<file path="src/rtl/iter_divider.sv">
// iter_divider: multi-cycle 32-bit restoring divider for DLX div/divu.
// Ports: clk, reset (async, active-high), start, divu, dividend, divisor
//   -> quotient, remainder, busy, done, div_zero. Buses are [0:31], bit 0 = MSB.
// Build option: define DIV_EARLY_EXIT_EN to finish in one edge when
//   |divisor| > |dividend| (quotient is then 0, remainder the raw dividend).
module iter_divider #(
  parameter int WIDTH = 32
) (
  input  logic             clk,
  input  logic             reset,
  input  logic             start,
  input  logic             divu,
  input  logic [0:WIDTH-1] dividend,
  input  logic [0:WIDTH-1] divisor,
  output logic [0:WIDTH-1] quotient,
  output logic [0:WIDTH-1] remainder,
  output logic             busy,
  output logic             done,
  output logic             div_zero
);

  localparam int CW = $clog2(WIDTH);
  localparam logic [CW-1:0] LAST = CW'(WIDTH - 1);

  typedef enum logic [1:0] {
    S_IDLE,
    S_CALC,
    S_DONE
  } state_t;

  state_t state_q, state_d;
  logic [CW-1:0] cnt_q, cnt_d;
  logic [WIDTH-1:0] dvd_q, dvd_d;
  logic [WIDTH-1:0] dvs_q, dvs_d;
  logic [WIDTH-1:0] rem_q, rem_d;
  logic [WIDTH-1:0] raw_q, raw_d;
  logic qneg_q, qneg_d;
  logic rneg_q, rneg_d;
  logic zero_q, zero_d;
  logic [WIDTH-1:0] quo_q, quo_d;
  logic [WIDTH-1:0] rmd_q, rmd_d;
  logic busy_q, busy_d;
  logic done_q, done_d;
  logic dz_q, dz_d;
`ifdef DIV_EARLY_EXIT_EN
  logic early_q, early_d;
`endif

  logic [WIDTH-1:0] a_raw, b_raw, a_mag, b_mag;
  logic [WIDTH:0]   trial, diff;
  logic             qbit, accept;
  logic [WIDTH-1:0] quo_nx, rem_nx;

  assign a_raw = dividend;
  assign b_raw = divisor;
  assign a_mag = (!divu && a_raw[WIDTH-1]) ? -a_raw : a_raw;
  assign b_mag = (!divu && b_raw[WIDTH-1]) ? -b_raw : b_raw;
  assign accept = start & ~busy_q;

  // The dividend register shifts out its MSB into the partial remainder
  // while the new quotient bit shifts in at the bottom.
  assign trial  = {rem_q, dvd_q[WIDTH-1]};
  assign diff   = trial - {1'b0, dvs_q};
  assign qbit   = ~diff[WIDTH];
  assign rem_nx = qbit ? diff[WIDTH-1:0] : trial[WIDTH-1:0];
  assign quo_nx = {dvd_q[WIDTH-2:0], qbit};

  always_comb begin
    state_d = state_q;
    cnt_d   = cnt_q;
    dvd_d   = dvd_q;
    dvs_d   = dvs_q;
    rem_d   = rem_q;
    raw_d   = raw_q;
    qneg_d  = qneg_q;
    rneg_d  = rneg_q;
    zero_d  = zero_q;
    quo_d   = quo_q;
    rmd_d   = rmd_q;
    busy_d  = busy_q;
    done_d  = done_q;
    dz_d    = dz_q;
`ifdef DIV_EARLY_EXIT_EN
    early_d = early_q;
`endif
    unique case (state_q)
      S_CALC: begin
        dvd_d = quo_nx;
        rem_d = rem_nx;
        cnt_d = cnt_q + 1'b1;
        if (cnt_q == LAST) begin
          state_d = S_DONE;
          busy_d  = 1'b0;
          done_d  = 1'b1;
          dz_d    = zero_q;
          quo_d   = zero_q ? '1 : (qneg_q ? -quo_nx : quo_nx);
          rmd_d   = zero_q ? raw_q : (rneg_q ? -rem_nx : rem_nx);
        end
`ifdef DIV_EARLY_EXIT_EN
        if (early_q) begin
          state_d = S_DONE;
          busy_d  = 1'b0;
          done_d  = 1'b1;
          dz_d    = 1'b0;
          quo_d   = '0;
          rmd_d   = raw_q;
        end
`endif
      end
      default: begin
        state_d = S_IDLE;
        done_d  = 1'b0;
        if (accept) begin
          state_d = S_CALC;
          busy_d  = 1'b1;
          cnt_d   = '0;
          dvd_d   = a_mag;
          dvs_d   = b_mag;
          rem_d   = '0;
          raw_d   = a_raw;
          qneg_d  = ~divu & (a_raw[WIDTH-1] ^ b_raw[WIDTH-1]);
          rneg_d  = ~divu & a_raw[WIDTH-1];
          zero_d  = (b_raw == '0);
`ifdef DIV_EARLY_EXIT_EN
          early_d = (b_raw != '0) && (b_mag > a_mag);
`endif
        end
      end
    endcase
  end

  always_ff @(posedge clk or posedge reset) begin
    if (reset) begin
      state_q <= S_IDLE;
      cnt_q   <= '0;
      dvd_q   <= '0;
      dvs_q   <= '0;
      rem_q   <= '0;
      raw_q   <= '0;
      qneg_q  <= 1'b0;
      rneg_q  <= 1'b0;
      zero_q  <= 1'b0;
      quo_q   <= '0;
      rmd_q   <= '0;
      busy_q  <= 1'b0;
      done_q  <= 1'b0;
      dz_q    <= 1'b0;
`ifdef DIV_EARLY_EXIT_EN
      early_q <= 1'b0;
`endif
    end else begin
      state_q <= state_d;
      cnt_q   <= cnt_d;
      dvd_q   <= dvd_d;
      dvs_q   <= dvs_d;
      rem_q   <= rem_d;
      raw_q   <= raw_d;
      qneg_q  <= qneg_d;
      rneg_q  <= rneg_d;
      zero_q  <= zero_d;
      quo_q   <= quo_d;
      rmd_q   <= rmd_d;
      busy_q  <= busy_d;
      done_q  <= done_d;
      dz_q    <= dz_d;
`ifdef DIV_EARLY_EXIT_EN
      early_q <= early_d;
`endif
    end
  end

  assign quotient  = quo_q;
  assign remainder = rmd_q;
  assign busy      = busy_q;
  assign done      = done_q;
  assign div_zero  = dz_q;

endmodule

</file>
<file path="config.mk">
export PLATFORM = sky130hd
export DESIGN_NAME = iter_divider
export DESIGN_NICKNAME = d
export VERILOG_FILES = /design/src/rtl/iter_divider.sv
export SDC_FILE = /design/constraint.sdc
export NUM_CORES = 1
export LEC_CHECK = 0
export ABC_CLOCK_PERIOD_IN_PS = 12600
export BUFFER_PORTS_ARGS = -buffer_cell sky130_fd_sc_hd__clkbuf_2
export CORE_MARGIN = 4
export CORE_UTILIZATION = 55
export CTS_CLUSTER_DIAMETER = 60
export DETAILED_ROUTE_END_ITERATION = 6
export PLACE_DENSITY = 0.85
export RECOVER_POWER = 25
export REMOVE_ABC_BUFFERS = 1
export SYNTH_ARGS = -nofsm -noshare
export SYNTH_HDL_FRONTEND = slang
export SYNTH_SLANG_ARGS = --single-unit
</file>
<file path="constraint.sdc">
create_clock -name clk -period 12.6 [get_ports clk]
set_input_delay 1.26 -clock clk [delete_from_list [all_inputs] [get_ports clk]]
set_output_delay 1.26 -clock clk [all_outputs]
set_load 0.1 [all_outputs]
</file>
==> metrics.csv <==
metric;value;unit
status;finished with violations;
violations;capacitance limit, slew limit;
track_usage;26.8;%
yosysTopAreaCell;dfrtp_1;
insertion_delay;0.52;ns
grt_pass1_vias;12000;
slew_viol_final;141;
gp_congestion;0.908;
crit_path_top_delay_cell;clkinvlp_2;
cts.sinks;204;
setup-violations-final;0;
coreArea;0.0242;mm^2
met3_length;2.98;mm
synth_edf_count;0;
rows;57;
htreeDepth;1;
diodes;0;
power;3.97;mW
grt-ovfl-total;0;
fin_crit_sh;43.9;%
tightest_slew;6.32;ns
top_layer_used;met4;
pin_count;135;
powerDensity;264;mW/mm^2
dpl_worst_slack;7.28;ns
clock_skew;0.0186;ns
ant_nets;0;
hold_viol_final;0;
fin_setup_tns;0;ns
finalWirelength;37.0;mm
synth_area;0.0135;mm^2
syn-mean-instance-area;8.35;um^2
cts_tree;built;
final_nets;1801;
route.met2.wl;17.0;mm
critPathKind;primary input to async pin;
p_leak;6.55;nW
grt_max_degree;141;
max_stage_delay;3.49;ns
drive_above_1_share;14.8;%
hold_class;flop to flop;
crit_fanout;140;
crit_chain;clkbuf_2, clkinvlp_2, buf_4;
cts_buffers;24;
root_buffer;clkbuf_16;
synth-async-reset-ratio;100;%
yosys_warnings;0;
via_per_inst;6.12;
die_area;0.0272;mm^2
cp.required;13.14;ns
whs;0.479;ns
synth_cell_type_count;86;
max-slew-margin-rel;-324;%
drc_errors;0;
path_clk_slew;0.06;ns
fill_cells;2082;
clock_path_buffers;3;
die_x;165;um
hpwl;26.5;mm
drt-pass1-iter-count;6;
rsz0062_at_grt;no;
max_freq;181;MHz
start_kind;primary input;
area_growth_syn_to_layout;11.1;%
drt-initial-drc-count;1217;
io_buffer_count;134;
route.vias.total;12500;
place_inst;1992;
yosys-top-cells-area;dfrtp_1 (38%), o21ai_0 (7.1%), a21oi_1 (6.0%), nand2_1 (5.7%), xor2_1 (4.1%);
ff2ff_setup_slack;7.17;ns
grt_first_pass_wirelength;59.8;mm
cts_hold_buf;0;
start_util;55.8;%
post_cts_resized;0;
critPathArrivalTime;6.07;ns
synth-seq-cells;204;
postSynthCellCount;1620;
drt-met1-wl;15.8;mm
drv_cap;1;
antenna_found_initial;0;
synth_top_area_share;37.7;%
fin_ws;7.06;ns
die_y;165;um
cp-end-kind;async pin;
min_period;5.54;ns
ys_seq_area_share;37.7;%
post_cts_buffers;0;
layout.cells.non_filler;2035;
vdd_drop_max;0.138;mV
avgRoutedWirePerCell;18.2;um
synthFlopType;dfrtp_1;
final timing paths:
check / start / to / cells after the start
max: reset / remainder[16]$_DFFE_PP0P_ / 3
min: remainder[31]$_DFFE_PP0P_ / remainder[31]$_DFFE_PP0P_ / 2
max reg2reg: dvd_q[31]$_DFFE_PP0P_ / quotient[3]$_DFFE_PP0P_ / 19
min reg2reg: remainder[31]$_DFFE_PP0P_ / remainder[31]$_DFFE_PP0P_ / 2
max in group clk: dvd_q[31]$_DFFE_PP0P_ / quotient[3]$_DFFE_PP0P_ / 19
min in group asynchronous: reset / dvs_q[5]$_DFFE_PP0P_ / 2
cells by family (layout without fill, tap and decap cells):
kind of cell,count (synthesis),in the layout,synth area share (%)
DFF,204,204,37.7
adders and majority gates,39,39,3.66
muxes,59,59,4.62
and+or+nand+nor,527,527,18.2
buffers and inverters,160,251,5.22
xor gates and xnor gates,125,125,8.09
AOI/OAI and AO/OA,506,506,22.4
critical path, delay by kind of cell:
family	cells	cell delay [ns]
buffers and inverters	3	4.66
where the power goes:
group / switching, mW / internal [mW]
logic: 1.44 / 0.825
registers: 0.192 / 0.824
clock network: 0.281 / 0.407
metal layers:
layer | vias to the layer above | GRT usage, %
met5 | - | 0.189
met4 | 0 | 8.13
met3 | 90 | 4.87
met2 | 527 | 43.1
met1 | 5955 | 37.0
li1 | 5879 | -
metrics by stage:
| step | utilization (%) | cell area [um^2] |
|---|---|---|
| 6_report | 62.0 | 15000 |
| 5_1_grt | 62.0 | 15000 |
| 2_1_floorplan | - | 13100 |
| 4_1_cts | 62.0 | 15000 |
| 3_3_place_gp | 58.8 | 14300 |
| 3_5_place_dp | 58.8 | 14300 |
sequential cells by signal (all words and copies together) (netlist names):
signal	flops
qneg_q	1
remainder	32
div_zero	1
busy	1
state_q	2
rem_q	32
dvs_q	32
dvd_q	32
quotient	32
cnt_q	5
rneg_q	1
raw_q	32
zero_q	1
layout by cell type, fill, tap and decap left out, types with 34 or more instances in the layout:
master      n
nor2_1    123
a21oi_1   162
xnor2_1    61
clkbuf_2  134
nand2_1   205
ha_1       38
dfrtp_1   204
o21ai_0   193
nor3_1     34
inv_1      57
xor2_1     64
layout make-up:
| cell class | instances | area, um^2 | area share (%) |
|---|---|---|---|
| clock buffer | 34 | 699 | 4.65 |
| clock inverter | 9 | 76.3 | 0.508 |
| inverter | 62 | 234 | 1.56 |
| multi-input combinational | 1256 | 7750 | 51.5 |
| sequential | 204 | 5100 | 34.0 |
| tap | 324 | 405 | 2.70 |
| timing repair buffer | 146 | 761 | 5.06 |
Yosys cell counts, types with 5 or more instances:
| master | n |
|---|---|
| ha_1 | 38 |
| a22o_1 | 7 |
| buf_2 | 7 |
| or2_2 | 6 |
| a21oi_1 | 162 |
| a21o_1 | 11 |
| nand2_1 | 206 |
| o41ai_1 | 13 |
| mux2i_1 | 31 |
| nor3_1 | 34 |
| and3_1 | 22 |
| xor2_1 | 64 |
| nor2_1 | 125 |
| o21a_1 | 11 |
| o211ai_1 | 10 |
| a31oi_1 | 21 |
| nand4_1 | 10 |
| clkbuf_1 | 70 |
| and2_1 | 9 |
| mux2_2 | 28 |
| o31ai_1 | 17 |
| o21ai_0 | 193 |
| nand2b_1 | 20 |
| nor2b_1 | 9 |
| or3_1 | 15 |
| o21ai_1 | 5 |
| nor4_1 | 22 |
| or4_1 | 8 |
| dfrtp_1 | 204 |
| inv_1 | 59 |
| xnor2_1 | 61 |
| buf_6 | 6 |
| nand3_1 | 18 |
(Power assumes the default switching activity.)
